### src/rtl/uart_tx_frame.sv
// Pixel-to-UART frame transmitter: splits RGB pixels into bytes, queues them, sends 8N1.
// Optional UART_TX_FRAME_HEADER_EN prefixes each frame with the bytes 0xAA, 0x55.
module uart_tx_frame #(
  parameter int DATA_WIDTH      = 8,
  parameter int FIFO_DEPTH      = 5,
  parameter int CLK_FREQ        = 100_000_000,
  parameter int BAUD_RATE       = 115200,
  parameter int IMG_WIDTH       = 80,
  parameter int IMG_HEIGHT      = 120,
  parameter int TOTAL_PIXELS    = IMG_WIDTH * IMG_HEIGHT,
  parameter int PIXEL_CNT_WIDTH = $clog2(TOTAL_PIXELS)
) (
  input  logic                       clk,
  input  logic                       reset,
  input  logic                       pixel_valid,
  input  logic [3*DATA_WIDTH-1:0]    rgb_data,
  output logic                       pixel_ready,
  output logic                       tx,
  output logic                       tx_busy,
  output logic [PIXEL_CNT_WIDTH-1:0] pixel_cnt,
  output logic                       frame_done
);

  localparam int DEPTH    = 2 ** FIFO_DEPTH;
  localparam int BIT_CLKS = CLK_FREQ / BAUD_RATE;
  localparam int BAUD_W   = $clog2(BIT_CLKS + 1);
  localparam int BIT_W    = $clog2(DATA_WIDTH);

`ifdef UART_TX_FRAME_HEADER_EN
  typedef enum logic [2:0] {DIS_IDLE, DIS_HDR0, DIS_HDR1, DIS_BYTE_R, DIS_BYTE_G, DIS_BYTE_B} dis_state_t;
`else
  typedef enum logic [1:0] {DIS_IDLE, DIS_BYTE_R, DIS_BYTE_G, DIS_BYTE_B} dis_state_t;
`endif
  typedef enum logic [1:0] {SER_IDLE, SER_START, SER_DATA, SER_STOP} ser_state_t;

  dis_state_t                 dis_state_reg;
  ser_state_t                 ser_state_reg;
  logic [3*DATA_WIDTH-1:0]    pix_reg;
  logic [PIXEL_CNT_WIDTH-1:0] pixel_cnt_reg;
  logic                       frame_pend_reg;
  logic                       pixel_ready_reg;
  logic                       frame_done_reg;
  logic                       tx_reg;
  logic [BAUD_W-1:0]          baud_cnt_reg;
  logic [BIT_W-1:0]           bit_cnt_reg;
  logic [DATA_WIDTH-1:0]      shift_reg;

  logic [DATA_WIDTH-1:0]      fifo_mem [DEPTH];
  logic [FIFO_DEPTH:0]        wr_ptr_reg;
  logic [FIFO_DEPTH:0]        rd_ptr_reg;
  logic                       fifo_empty;
  logic                       fifo_full;
  logic                       push;
  logic                       pop;
  logic [DATA_WIDTH-1:0]      push_data;
  logic                       baud_end;

  assign fifo_empty = (wr_ptr_reg == rd_ptr_reg);
  assign fifo_full  = (wr_ptr_reg[FIFO_DEPTH] != rd_ptr_reg[FIFO_DEPTH]) &&
                      (wr_ptr_reg[FIFO_DEPTH-1:0] == rd_ptr_reg[FIFO_DEPTH-1:0]);
  assign baud_end   = (baud_cnt_reg == BAUD_W'(BIT_CLKS - 1));
  // Popping at the end of STOP lets the next start bit follow with no idle gap.
  assign pop        = !fifo_empty &&
                      ((ser_state_reg == SER_IDLE) || (ser_state_reg == SER_STOP && baud_end));

  always_comb begin
    push      = 1'b0;
    push_data = '0;
    case (dis_state_reg)
`ifdef UART_TX_FRAME_HEADER_EN
      DIS_HDR0:   begin push = !fifo_full; push_data = DATA_WIDTH'(8'hAA); end
      DIS_HDR1:   begin push = !fifo_full; push_data = DATA_WIDTH'(8'h55); end
`endif
      DIS_BYTE_R: begin push = !fifo_full; push_data = pix_reg[3*DATA_WIDTH-1:2*DATA_WIDTH]; end
      DIS_BYTE_G: begin push = !fifo_full; push_data = pix_reg[2*DATA_WIDTH-1:DATA_WIDTH]; end
      DIS_BYTE_B: begin push = !fifo_full; push_data = pix_reg[DATA_WIDTH-1:0]; end
      default:    ;
    endcase
  end

  always_ff @(posedge clk) begin
    if (push) fifo_mem[wr_ptr_reg[FIFO_DEPTH-1:0]] <= push_data;
  end

  always_ff @(posedge clk) begin
    if (!reset) begin
      wr_ptr_reg <= '0;
      rd_ptr_reg <= '0;
    end else begin
      if (push) wr_ptr_reg <= wr_ptr_reg + 1'b1;
      if (pop)  rd_ptr_reg <= rd_ptr_reg + 1'b1;
    end
  end

  // Disassembly FSM, pixel counter and frame completion bookkeeping.
  always_ff @(posedge clk) begin
    if (!reset) begin
      dis_state_reg   <= DIS_IDLE;
      pix_reg         <= '0;
      pixel_cnt_reg   <= '0;
      frame_pend_reg  <= 1'b0;
      pixel_ready_reg <= 1'b0;
      frame_done_reg  <= 1'b0;
    end else begin
      frame_done_reg <= 1'b0;
      case (dis_state_reg)
        DIS_IDLE: begin
          if (pixel_valid && pixel_ready_reg) begin
            pix_reg         <= rgb_data;
            pixel_ready_reg <= 1'b0;
`ifdef UART_TX_FRAME_HEADER_EN
            dis_state_reg   <= (pixel_cnt_reg == '0) ? DIS_HDR0 : DIS_BYTE_R;
`else
            dis_state_reg   <= DIS_BYTE_R;
`endif
            if (pixel_cnt_reg == PIXEL_CNT_WIDTH'(TOTAL_PIXELS - 1)) begin
              pixel_cnt_reg  <= '0;
              frame_pend_reg <= 1'b1;
            end else begin
              pixel_cnt_reg  <= pixel_cnt_reg + 1'b1;
            end
          end else if (frame_pend_reg && fifo_empty && ser_state_reg == SER_IDLE) begin
            frame_done_reg  <= 1'b1;
            frame_pend_reg  <= 1'b0;
            pixel_ready_reg <= 1'b1;
          end else begin
            pixel_ready_reg <= !frame_pend_reg;
          end
        end
`ifdef UART_TX_FRAME_HEADER_EN
        DIS_HDR0:   if (!fifo_full) dis_state_reg <= DIS_HDR1;
        DIS_HDR1:   if (!fifo_full) dis_state_reg <= DIS_BYTE_R;
`endif
        DIS_BYTE_R: if (!fifo_full) dis_state_reg <= DIS_BYTE_G;
        DIS_BYTE_G: if (!fifo_full) dis_state_reg <= DIS_BYTE_B;
        DIS_BYTE_B: begin
          if (!fifo_full) begin
            dis_state_reg   <= DIS_IDLE;
            pixel_ready_reg <= !frame_pend_reg;
          end
        end
        default: dis_state_reg <= DIS_IDLE;
      endcase
    end
  end

  // Serializer: tx is registered, so each state's line level is set on entry.
  always_ff @(posedge clk) begin
    if (!reset) begin
      ser_state_reg <= SER_IDLE;
      baud_cnt_reg  <= '0;
      bit_cnt_reg   <= '0;
      shift_reg     <= '0;
      tx_reg        <= 1'b1;
    end else begin
      case (ser_state_reg)
        SER_IDLE: begin
          tx_reg <= 1'b1;
          if (pop) begin
            shift_reg     <= fifo_mem[rd_ptr_reg[FIFO_DEPTH-1:0]];
            baud_cnt_reg  <= '0;
            tx_reg        <= 1'b0;
            ser_state_reg <= SER_START;
          end
        end
        SER_START: begin
          if (baud_end) begin
            baud_cnt_reg  <= '0;
            bit_cnt_reg   <= '0;
            tx_reg        <= shift_reg[0];
            ser_state_reg <= SER_DATA;
          end else begin
            baud_cnt_reg  <= baud_cnt_reg + 1'b1;
          end
        end
        SER_DATA: begin
          if (baud_end) begin
            baud_cnt_reg <= '0;
            if (bit_cnt_reg == BIT_W'(DATA_WIDTH - 1)) begin
              tx_reg        <= 1'b1;
              ser_state_reg <= SER_STOP;
            end else begin
              bit_cnt_reg <= bit_cnt_reg + 1'b1;
              shift_reg   <= shift_reg >> 1;
              tx_reg      <= shift_reg[1];
            end
          end else begin
            baud_cnt_reg <= baud_cnt_reg + 1'b1;
          end
        end
        SER_STOP: begin
          if (baud_end) begin
            baud_cnt_reg <= '0;
            if (pop) begin
              shift_reg     <= fifo_mem[rd_ptr_reg[FIFO_DEPTH-1:0]];
              tx_reg        <= 1'b0;
              ser_state_reg <= SER_START;
            end else begin
              ser_state_reg <= SER_IDLE;
            end
          end else begin
            baud_cnt_reg <= baud_cnt_reg + 1'b1;
          end
        end
        default: ser_state_reg <= SER_IDLE;
      endcase
    end
  end

  assign pixel_ready = pixel_ready_reg;
  assign tx          = tx_reg;
  assign tx_busy     = !fifo_empty || (ser_state_reg != SER_IDLE);
  assign pixel_cnt   = pixel_cnt_reg;
  assign frame_done  = frame_done_reg;

endmodule

### config.mk
export PLATFORM = sky130hd
export DESIGN_NAME = uart_tx_frame
export DESIGN_NICKNAME = d
export VERILOG_FILES = /design/src/rtl/uart_tx_frame.sv
export SDC_FILE = /design/constraint.sdc
export NUM_CORES = 1
export LEC_CHECK = 0
export CAP_MARGIN = 20
export CORE_MARGIN = 2
export CORE_UTILIZATION = 57
export DETAILED_ROUTE_END_ITERATION = 12
export PLACE_DENSITY = 0.83
export SETUP_SLACK_MARGIN = 0.02
export SLEW_MARGIN = 20
export SYNTH_ARGS = -nofsm -noshare
export SYNTH_HDL_FRONTEND = slang
export SYNTH_SLANG_ARGS = --single-unit
### constraint.sdc
create_clock -name clk -period 3.6 [get_ports clk]
set_input_delay 0.54 -clock clk [delete_from_list [all_inputs] [get_ports clk]]
set_output_delay 0.54 -clock clk [all_outputs]
set_load 0.1 [all_outputs]
==> results.cfg, run 1 <==
[run_status]
status = complete, no violations

[timing]
timing_hold_violations_final = 0
fin_skew_ns = 0.0114
drv_slew = 0
setup_slack_ns = 0.396
grt_setup_unrepaired = false
finalCriticalPeriod_ns = 3.20
fmax_mhz = 312
slew_headroom_pct = 29.2
finalCritPeriodShare_pct = 89.0
finalSetupTns_ns = 0
whs_ns = 0.457
setup_violations = 0
tightest_slew_ns = 1.06

[global_routing]
gr-total-overflow = 0
grt_max_degree = 55
grt_pass1_wl_um = 49800
grt_pass1_vias = 8669
track_usage_pct = 25.4
antenna_found_initial = 1

[clocking]
cts_num_sinks = 340
cts_buffers = 35
cts_root_buf = clkbuf_16
h-tree-depth = 2
cts_tree = built
clkTransAtPathRegs_ns = 0.06
cts_setup_buffers = 0
ctsResizeCount = 0
cts.path.max_buffers = 3
clkLatencyLatePin_ns = 0.51
postCtsHoldBufs = 0

[floorplan]
die_w_um = 161
initial_core_util_pct = 57.9
rows = 57
io_pins = 45
die_h_um = 161
core_area_mm2 = 0.0242
die_area_mm2 = 0.0259

[worst_setup_path]
r2r_cells = 5
cp_max_fo = 13
regToRegEndpoint = fifo_mem[29][6]
reg2reg_slack_ns = 0.68
cp-startpoint = wr_ptr_reg[0]
worstSetupEndpoint = tx_busy
r2r_start = wr_ptr_reg[3]
critical_path_required_ns = 3.06
cp-start-kind = register
path_class = register to primary output
cp.arrival_ns = 2.66
crit_path_end_kind = primary output

[synth]
synth-main-ff-cell = edfxtp_1
synthSimpleGateAreaFrac_pct = 9.45
yosysTopAreaCell = edfxtp_1
yosys-top-cells-count = 256 x edfxtp_1, 94 x nand2_1, 92 x nor2_1
yosysSeqAreaShare_pct = 66.7
yosys-top-cells-area = edfxtp_1 55%, dfxtp_1 12%, mux4_2 6.1%
ys_types = 63
synth_xor_area_share_pct = 1.68
syn_nets = 1032
yosys_register_bits = 340
synth_top_family_by_area = multiplexers
synth_edf_count = 256
synth_area_per_cell_um2 = 14.2
synth_fa_ha_area_share_pct = 1.60
synth_mux_area_share_pct = 10.4
synth_area_mm2 = 0.0140
synth_top_area_share_pct = 54.7
synth_cells = 987
synth_compound_area_share_pct = 7.81
synth.most_common_cell = edfxtp_1
synth-async-reset-ratio_pct = 0
yosysWarnings = 0

[routing]
vias = 8780
wirelength_um = 32100
dr.max_layer_used = met4
wl_met2_um = 15100
wl_met3_um = 3280
drt_iter0_drc = 1228
drcViolationCount = 0
ant_nets = 0
drt_first_pass_iters = 6
wire_per_inst_um = 23.2
wl_met1_um = 12500
via_per_inst = 6.34

[placement]
post-dp-hpwl_um = 20100
routabilityCongestion = 0.975
io_buffer_count = 44
dpl_worst_slack_ns = 0.755
postPlaceCellArea_mm2 = 0.0148

[finish]
largest_register_ff_count = 256
design_area_mm2 = 0.0159
area_delta_synth_final_pct = 13.4
nets = 1080
n_fill_cell = 1661
antenna_cells = 0
drive_above_1_share_pct = 12.5

[worst_hold_path]
hold_class = register to register

[job]
drv_cap = 0

[power]
power_density_mw_per_mm2 = 653
leakage_uw = 0.00461
ir_drop_mv = 0.402
-- worst max-delay path: stages (launching register included) --
cell,delay [ns]
dfxtp_1,0.52
xor2_2,0.14
nor3b_2,0.43
and3_1,0.50
inv_1,0.26
buf_4,0.30
-- through the flow --
stage               utilization (%)  power (uW)  std cells
floorplan                         -        6310        987
global placement               61.0        6830       1322
detailed placement             61.0        6900       1322
CTS                            65.7       10400       1384
global route                   65.7       10800       1384
finish                         65.7       10400       1384
-- per-layer routing --
metal,track usage (%),up-vias
li1,-,3867
met3,5.04,84
met4,9.78,0
met2,40.1,530
met5,0,-
met1,35.3,4299
-- cells by family after synthesis --
family | count (synthesis)
AO/OA/AOI/OAI | 158
XOR/XNOR | 26
adder cells (fa/ha/maj) | 18
flip-flops | 340
multiplexers | 90
buffers and inverters | 70
AND/OR/NAND/NOR | 285
-- layout make-up --
class | instances | area [um^2] | share of cell area (%)
tap | 324 | 405 | 2.55
multi-input combinational | 577 | 4390 | 27.6
sequential | 340 | 9370 | 58.9
inverter | 22 | 82.6 | 0.519
clock inverter | 20 | 208 | 1.30
timing repair buffer | 59 | 551 | 3.46
clock buffer | 42 | 912 | 5.73
-- report_power, final --
group / switching, uW / internal (uW) / leakage [uW]
Clock: 1430 / 2100 / 0.000541
Combinational: 1430 / 776 / 0.00142
Sequential: 245 / 4420 / 0.00265
-- worst min-delay path by stage --
stage,from,endpoint,slack (ns),cells after the start
after floorplan,baud_cnt_reg[9],baud_cnt_reg[9],0.43,1
after global placement,bit_cnt_reg[2],bit_cnt_reg[2],0.44,2
after detailed placement,pix_reg[3],pix_reg[3],0.45,2
after CTS,pix_reg[3],pix_reg[3],0.46,2
after global routing,pix_reg[14],pix_reg[14],0.47,2
final,pix_reg[3],pix_reg[3],0.46,2
-- layout by cell type (no fill, tap or decap), drive strengths merged, types with 6 or more instances in the layout --
cell type,instances
a41oi,7
o21a,7
mux2i,47
xnor2,15
buf,16
and3,9
a21oi,53
mux4,43
nor2b,8
xor2,11
nand2,94
inv,24
nor3b,6
a22oi,24
nor2,92
nor3,14
a211oi,8
nand3b,8
nand3,24
ha,18
clkbuf,42
a311o,6
clkinv,11
edfxtp,256
o21ai,15
dfxtp,84
clkdlybuf4s50,43
a222oi,8
(Power assumes the default switching activity.)
==> run 2, diff against run 1 <==
SETUP_SLACK_MARGIN = 0.15   (was 0.02)
==> results of run 2 <==
The final DEF is identical to that of run 1; final timing and power are the same.
